==> src/rtl/round_share_arb.sv <==
// Round-robin arbiter sharing one combinational rounder among N_REQ requesters,
// with a registered valid/ready result stage and per-requester sticky inexact flags.
module round_share_arb #(
    parameter int N_REQ = 2,
    parameter int ID_W  = 1
) (
    input  logic                  clk,
    input  logic                  rst,
    input  logic [N_REQ-1:0]      req_valid,
    output logic [N_REQ-1:0]      req_ready,
    input  logic [N_REQ*24-1:0]   req_mantissa,
    input  logic [N_REQ-1:0]      req_guard,
    input  logic [N_REQ-1:0]      req_sticky,
    input  logic [N_REQ-1:0]      req_sign,
    input  logic [N_REQ*3-1:0]    req_mode,
    output logic [23:0]           rnd_mantissa_in,
    output logic                  rnd_guard,
    output logic                  rnd_sticky,
    output logic                  rnd_sign,
    output logic [2:0]            rnd_mode,
    input  logic [24:0]           rnd_mantissa_out,
    input  logic                  rnd_sign_out,
    input  logic                  rnd_inexact,
    output logic                  res_valid,
    input  logic                  res_ready,
    output logic [24:0]           res_mantissa,
    output logic                  res_sign,
    output logic                  res_inexact,
    output logic [ID_W-1:0]       res_id,
    output logic [N_REQ-1:0]      flag_inexact,
    input  logic [N_REQ-1:0]      flag_clr
);

    localparam int unsigned N = N_REQ;

    logic              res_valid_q,   res_valid_d;
    logic [24:0]       res_mant_q,    res_mant_d;
    logic              res_sign_q,    res_sign_d;
    logic              res_inexact_q, res_inexact_d;
    logic [ID_W-1:0]   res_id_q,      res_id_d;
    logic [ID_W-1:0]   last_grant_q,  last_grant_d;
    logic [N_REQ-1:0]  flag_q,        flag_d;

    logic              slot_free;
    logic              grant_any;
    logic [ID_W-1:0]   grant_idx;
    logic [ID_W-1:0]   sel_idx;
    logic [N_REQ-1:0]  grant_oh;
    int unsigned       cand;

    // Candidate order starts just after last_grant; inner loop keeps every select index constant.
    always_comb begin
        slot_free = !res_valid_q || res_ready;
        grant_any = 1'b0;
        grant_idx = '0;
        grant_oh  = '0;
        cand      = 0;
        for (int unsigned k = 1; k <= N; k++) begin
            cand = (32'(last_grant_q) + k) % N;
            for (int unsigned i = 0; i < N; i++) begin
                if (!grant_any && slot_free && !rst && i == cand && req_valid[i]) begin
                    grant_any   = 1'b1;
                    grant_idx   = ID_W'(i);
                    grant_oh[i] = 1'b1;
                end
            end
        end
    end

    assign req_ready = grant_oh;
    assign sel_idx   = grant_any ? grant_idx : last_grant_q;

    always_comb begin
        rnd_mantissa_in = req_mantissa[23:0];
        rnd_guard       = req_guard[0];
        rnd_sticky      = req_sticky[0];
        rnd_sign        = req_sign[0];
        rnd_mode        = req_mode[2:0];
        for (int unsigned i = 0; i < N; i++) begin
            if (sel_idx == ID_W'(i)) begin
                rnd_mantissa_in = req_mantissa[i*24 +: 24];
                rnd_guard       = req_guard[i];
                rnd_sticky      = req_sticky[i];
                rnd_sign        = req_sign[i];
                rnd_mode        = req_mode[i*3 +: 3];
            end
        end
    end

    always_comb begin
        res_valid_d   = res_valid_q;
        res_mant_d    = res_mant_q;
        res_sign_d    = res_sign_q;
        res_inexact_d = res_inexact_q;
        res_id_d      = res_id_q;
        last_grant_d  = last_grant_q;
        if (grant_any) begin
            res_valid_d   = 1'b1;
            res_mant_d    = rnd_mantissa_out;
            res_sign_d    = rnd_sign_out;
            res_inexact_d = rnd_inexact;
            res_id_d      = grant_idx;
            last_grant_d  = grant_idx;
        end else if (res_ready) begin
            res_valid_d   = 1'b0;
        end
        // Set term applied after the clear so a same-cycle set is never lost.
        flag_d = (flag_q & ~flag_clr) | (grant_oh & {N_REQ{rnd_inexact}});
    end

    always_ff @(posedge clk) begin
        if (rst) begin
            res_valid_q   <= 1'b0;
            res_mant_q    <= '0;
            res_sign_q    <= 1'b0;
            res_inexact_q <= 1'b0;
            res_id_q      <= '0;
            last_grant_q  <= ID_W'(N_REQ - 1);
            flag_q        <= '0;
        end else begin
            res_valid_q   <= res_valid_d;
            res_mant_q    <= res_mant_d;
            res_sign_q    <= res_sign_d;
            res_inexact_q <= res_inexact_d;
            res_id_q      <= res_id_d;
            last_grant_q  <= last_grant_d;
            flag_q        <= flag_d;
        end
    end

    assign res_valid    = res_valid_q;
    assign res_mantissa = res_mant_q;
    assign res_sign     = res_sign_q;
    assign res_inexact  = res_inexact_q;
    assign res_id       = res_id_q;
    assign flag_inexact = flag_q;

endmodule

==> config.mk <==
export PLATFORM = sky130hd
export DESIGN_NAME = round_share_arb
export DESIGN_NICKNAME = d
export VERILOG_FILES = /design/src/rtl/round_share_arb.sv
export SDC_FILE = /design/constraint.sdc
export NUM_CORES = 1
export LEC_CHECK = 0
export ABC_AREA = 1
export CORE_MARGIN = 3
export CORE_UTILIZATION = 38
export CTS_BUF_LIST = sky130_fd_sc_hd__clkbuf_8
export DETAILED_ROUTE_END_ITERATION = 6
export PLACE_DENSITY = 0.89
export SYNTH_ARGS = -nofsm -noshare
export SYNTH_HDL_FRONTEND = slang
export SYNTH_SLANG_ARGS = --single-unit
==> constraint.sdc <==
create_clock -name clk -period 4.2 [get_ports clk]
set_clock_uncertainty 0.05 [all_clocks]
set_input_delay 0.84 -clock clk [delete_from_list [all_inputs] [get_ports clk]]
set_output_delay 0.84 -clock clk [all_outputs]
set_load 0.01 [all_outputs]
# After elaboration in Yosys (flattened, before gate mapping)

Index checks and enable logic that the tools add are counted.

Bits in writable memories: 0
Bits in latches: 0
Logic and storage cells: 54
Memories: 0
Register bits after elaboration: 32
Bits in read-only memories: 0
Input bits: 94

Eq/ne operators: 0
Bitwise logic cells: 4
Reduce and logical (&&, ||, !) cells: 24
$mul: 0
Magnitude comparators: 0
Shift operators: 0
Muxes and demuxes: 17
Add/subtract/negate cells: 2
Div/mod/pow operators: 0

Operator list:

| cell                  | count |
|---|---|
| $logic_not A32 Y1     | 2 |
| $mux W24              | 1 |
| $logic_and A1 B1 Y1   | 15 |
| $mux W1               | 15 |
| $logic_not A1 Y1      | 5 |
| $and A2 B2 Y2         | 2 |
| $mux W3               | 1 |
| $add A1 B1 Y1 const B | 2 |
| $not A2 Y2            | 1 |
| $or A2 B2 Y2          | 1 |
| $reduce_bool A2 Y1    | 1 |
| $logic_or A1 B1 Y1    | 1 |

# Depth between registers and ports, before layout

Depth in word-level cells: 26
Depth in mapped cells: 11
Mapped depth without buffers: 10

# Least setup slack after synthesis

OpenSTA, ideal clock, no wires.

Kind: input -> output
Start point: input res_ready
End point: output rnd_guard
Cell stages on the path: 9
Arrival time: 2.094 ns
Data required time: 3.310 ns
Path buffers: 1
Setup slack: 1.216 ns
Path through: inv_1 nand2_2 nand2_1 a211oi_1 inv_1 nand2_1 buf_2 nand2_1 nand2_1

Longest elaborated chain between the ends: 25

Ends and longest elaborated chain:

| item                              | RTL line | source |
|---|---|---|
| start, declared                   | 25       | `input logic res_ready,` |
| $logic_or A1 B1 Y1 (*)            | 53       | `slot_free = !res_valid_q \|\| res_ready;` |
| $logic_and A1 B1 Y1 (3 in series) | 61       | `if (!grant_any && slot_free && !rst && i == cand && req_valid[i]) begin` |
| $mux W1                           | 61       |  |
| $logic_not A1 Y1                  | 61       |  |
| $logic_and A1 B1 Y1 (4 in series) | 61       |  |
| $mux W1                           | 61       |  |
| $logic_not A1 Y1                  | 61       |  |
| $logic_and A1 B1 Y1 (4 in series) | 61       |  |
| $mux W1                           | 61       |  |
| $logic_not A1 Y1                  | 61       |  |
| $logic_and A1 B1 Y1 (4 in series) | 61       |  |
| $mux W1                           | 61       |  |
| $mux W1 (*)                       | -        |  |
| $mux W1 (*)                       | 80       | `if (sel_idx == ID_W'(i)) begin` |
| end, declared                     | 17       | `output logic rnd_guard,` |

Mark *: on every way between the ends. The rest lies on a longest branch, timed or not.

# Worst setup path after layout

Start point: input res_ready
End point: output rnd_mantissa_in[5]

Longest elaborated chain between the ends: 25

Ends and longest elaborated chain:

| item                              | RTL line | source |
|---|---|---|
| $logic_or A1 B1 Y1 (*)            | 53       |  |
| $logic_and A1 B1 Y1 (3 in series) | 61       |  |
| $mux W1                           | 61       |  |
| $logic_not A1 Y1                  | 61       |  |
| $logic_and A1 B1 Y1 (4 in series) | 61       |  |
| $mux W1                           | 61       |  |
| $logic_not A1 Y1                  | 61       |  |
| $logic_and A1 B1 Y1 (4 in series) | 61       |  |
| $mux W1                           | 61       |  |
| $logic_not A1 Y1                  | 61       |  |
| $logic_and A1 B1 Y1 (4 in series) | 61       |  |
| $mux W1                           | 61       |  |
| $mux W1 (*)                       | -        |  |
| $mux W24 (*)                      | 80       |  |
| end, declared                     | 16       | `output logic [23:0] rnd_mantissa_in,` |

Marks and branches as above.

==> results by group <==
Run status
  • Status: finished, final reports clean

STA
  • Slew @ Worst Pin: between 0.4 and 0.5 ns
  • Max frequency: 248 MHz
  • Fin. Hold Viols: 0
  • Setup-failing EPs final: 0
  • Slew Limit Headroom: 0.674
  • Crit share post-route: 0.961
  • Slew Viols, Final: 0
  • Setup TNS Final: 0 ns
  • Minimum clock period: 4.04 ns
  • RSZ-0062 raised after global routing: no

Worst setup path
  • Most used cell along the critical path: nand2_1
  • Crit start category: primary input
  • Worst path arrival time: ~3.2 ns
  • Critical path class: in2out
  • Reg-to-reg critical path endpoint: res_valid
  • CP Cell Sequence: clkdlybuf4s50_1, inv_1, nand2_2, nand4_4, o2111ai_1, nor2_1, nand2_1, nand3_4, nand2_1, buf_12, nand2_1, nand2_1, clkdlybuf4s50_1
  • Max FO, Critical Path: 30
  • Depth of the most critical reg-to-reg path: 8
  • Worst setup EP type: output port
  • Slowest CP cell: clkdlybuf4s50_1
  • Reg2Reg Setup Slack: between 2 and 2.5 ns
  • Worst Path Required: ~3.3 ns
  • Delay-heaviest family, CP: buffers and inverters
  • Crit path buffers/inverters: 4
  • Crit-path max cell delay: 0.54 ns

Synth
  • Synth warn: 0
  • Yosys reg bits: 32
  • Synth top area share: 0.305
  • Commonest cells post-synth: nand2_1, inv_1, dfxtp_1
  • Yosys cell types: 21
  • Dominant synthesized flop cell: dfxtp_1
  • Synth top area cells: dfxtp_1, nand2_1, inv_1
  • Post-synth EDFFs: 0
  • Syn nets: ~460
  • Post-synth ARST share: 0
  • Seq/Total Area, Yosys: 0.305
  • Synthesized area per cell: 5.71 um^2
  • Top-count cell post-synth: nand2_1
  • Mapped Cells: 368
  • Synth Cell Area: roughly 2100 um^2
  • Synth area leader: dfxtp_1

Power
  • Pwr dens: 308 nW/um^2
  • Total power draw: 1.20 mW
  • Lkg Pwr: 2.09 nW
  • Worst vdd ir: slightly above 0.2 mV

CTS
  • CTS max path bufs: 2
  • H-tree depth: 2
  • TritonCTS Buffers: 5
  • Clk_lat worst skew: 0.27 ns
  • CTS Root Cell: clkbuf_8
  • CTS tree: built
  • Clock Sinks: 32
  • Worst-path clk slew: 0.07 ns

Routing
  • DRC viols: 0
  • Routed WL per cell: 13.3 um
  • First-pass DRT Iterations: 4
  • Via count: 2775
  • DRT antenna net count: 0
  • Final wirelength: roughly 7.9 mm
  • DR vias/cell: 4.69
  • First DRT Iteration DRCs: 98

Floorplan
  • Die Footprint: 6460 um^2
  • Floorplan die width: 80.4 um
  • Die span in y: approximately 80 um
  • Initial Utilization: 0.401
  • Core footprint: 5240 um^2
  • Std-Cell Rows: 26
  • # IOs: 157

Hold path
  • Worst Hold Class: reg2reg
  • WHS Endpoint: flag_inexact[0]
  • Startpoint of the worst hold path: flag_inexact[0]
  • Hold path cells: 2

Place
  • Global placement routability congestion: approximately 0.72
  • Port Buffers: 156
  • Dpl hpwl: 6.08 mm

Global routing
  • Global-route wire length before repair: 12.2 mm
  • Largest net degree at the start of global routing: 33
  • Total Routing Usage GR: 0.234
  • Vias in the first global route: 2551
  • Remaining global-route overflow: 0
  • Number of antenna violations at the first check in global routing: 0

Cells and area
  • Area grow syn2layout: 86.0%
  • Layout cell share with drive strength beyond 1: 0.0517
  • Final nets: 615
  • Fillers: between 400 and 500
  • # diodes: 0

Run
  • MaxCap Viol Count: 0
[layer usage]
| layer | vias to the layer above | routed length [um] | track usage |
|---|---|---|---|
| met1 | 1246 | 3280 | 0.295 |
| met4 | 0 | 106 | 0.0372 |
| met3 | 12 | 420 | 0.0549 |
| met5 | - | 0 | 0 |
| met2 | 112 | 4060 | 0.411 |
| li1 | 1405 | - | - |
[how the worst max path moves through the flow]
stage	startpoint	slack [ns]	cells past startpoint	end
final	res_ready	0.16	13	rnd_mantissa_in[5]
after global routing	res_ready	0.003	13	rnd_mantissa_in[9]
after floorplan	res_ready	1.22	9	rnd_guard
after detailed placement	rst	0.08	11	rnd_mantissa_in[0]
after global placement	rst	0.07	11	rnd_mantissa_in[5]
after CTS	rst	0.08	11	rnd_mantissa_in[5]
[where the power goes]
group / leakage (nW) / internal (mW) / switching (mW) / total, mW
Combinational: 1.76 / 0.287 / 0.231 / 0.518
Sequential: 0.265 / 0.339 / 0.0215 / 0.360
Clock: 0.0645 / 0.209 / 0.116 / 0.325
[stage by stage]
stage                     hold WS (ns)  setup WS (ns)  cells   util  area, um^2
after global placement           0.404         0.0724    582  0.715        3740
final                            0.422          0.162    592  0.746        3910
after detailed placement         0.416         0.0814    582  0.715        3740
after CTS                        0.424         0.0765    590  0.739        3870
after floorplan                  0.431           1.22    368      -        2100
after global routing             0.454        0.00320    592  0.746        3910
[tightest hold or removal path, cell delays in order, from the launching register on]
cell and delay, ns:
dfxtp_1 0.31, nand2_1 0.06, a21oi_1 0.05
[final cells by class]
cell class	instances	area [um^2]	share of cell area
repair buffers	167	1670	0.427
multi-input cells	223	1040	0.266
flip-flops and latches	32	641	0.164
inverters	92	345	0.0884
clock buffers	7	96.3	0.0247
well taps	70	87.6	0.0224
clock inverters	1	30.0	0.00768
[cells by family (layout without fill, tap and decap cells)]
family	Yosys count	count (layout)	synth area share
compound gates	8	8	0.0345
buf+inv	113	267	0.211
flops	32	32	0.305
simple gates	215	215	0.450
[repair_timing]
action / 4_1_cts / 5_1_grt
buffers inserted: 0 / 2
endpoints found under the setup margin: 0 / 30
hold buffers: 0 / 0
gates resized for setup: 0 / 3
[placed cells by master, fill, tap and decap left out]
cell	n
buf_4	9
nand3_4	2
o21ai_0	1
nand3_1	31
a211oi_2	1
inv_2	2
o2111ai_1	2
a41oi_4	1
buf_12	2
clkbuf_8	7
nand2_2	1
inv_1	90
bufinv_16	1
nor2_1	29
a21oi_1	2
clkdlybuf4s50_1	156
nand4_1	27
nand2_1	124
nand4_4	1
o21ai_1	1
dfxtp_1	32
[state kept, by name, summed over array words and instances, names as in the netlist, named ones only]
register	cells
res_mantissa	25
flag_inexact	2
res_id	1
res_inexact	1
res_sign	1
res_valid	1
(Power assumes the default switching activity.)
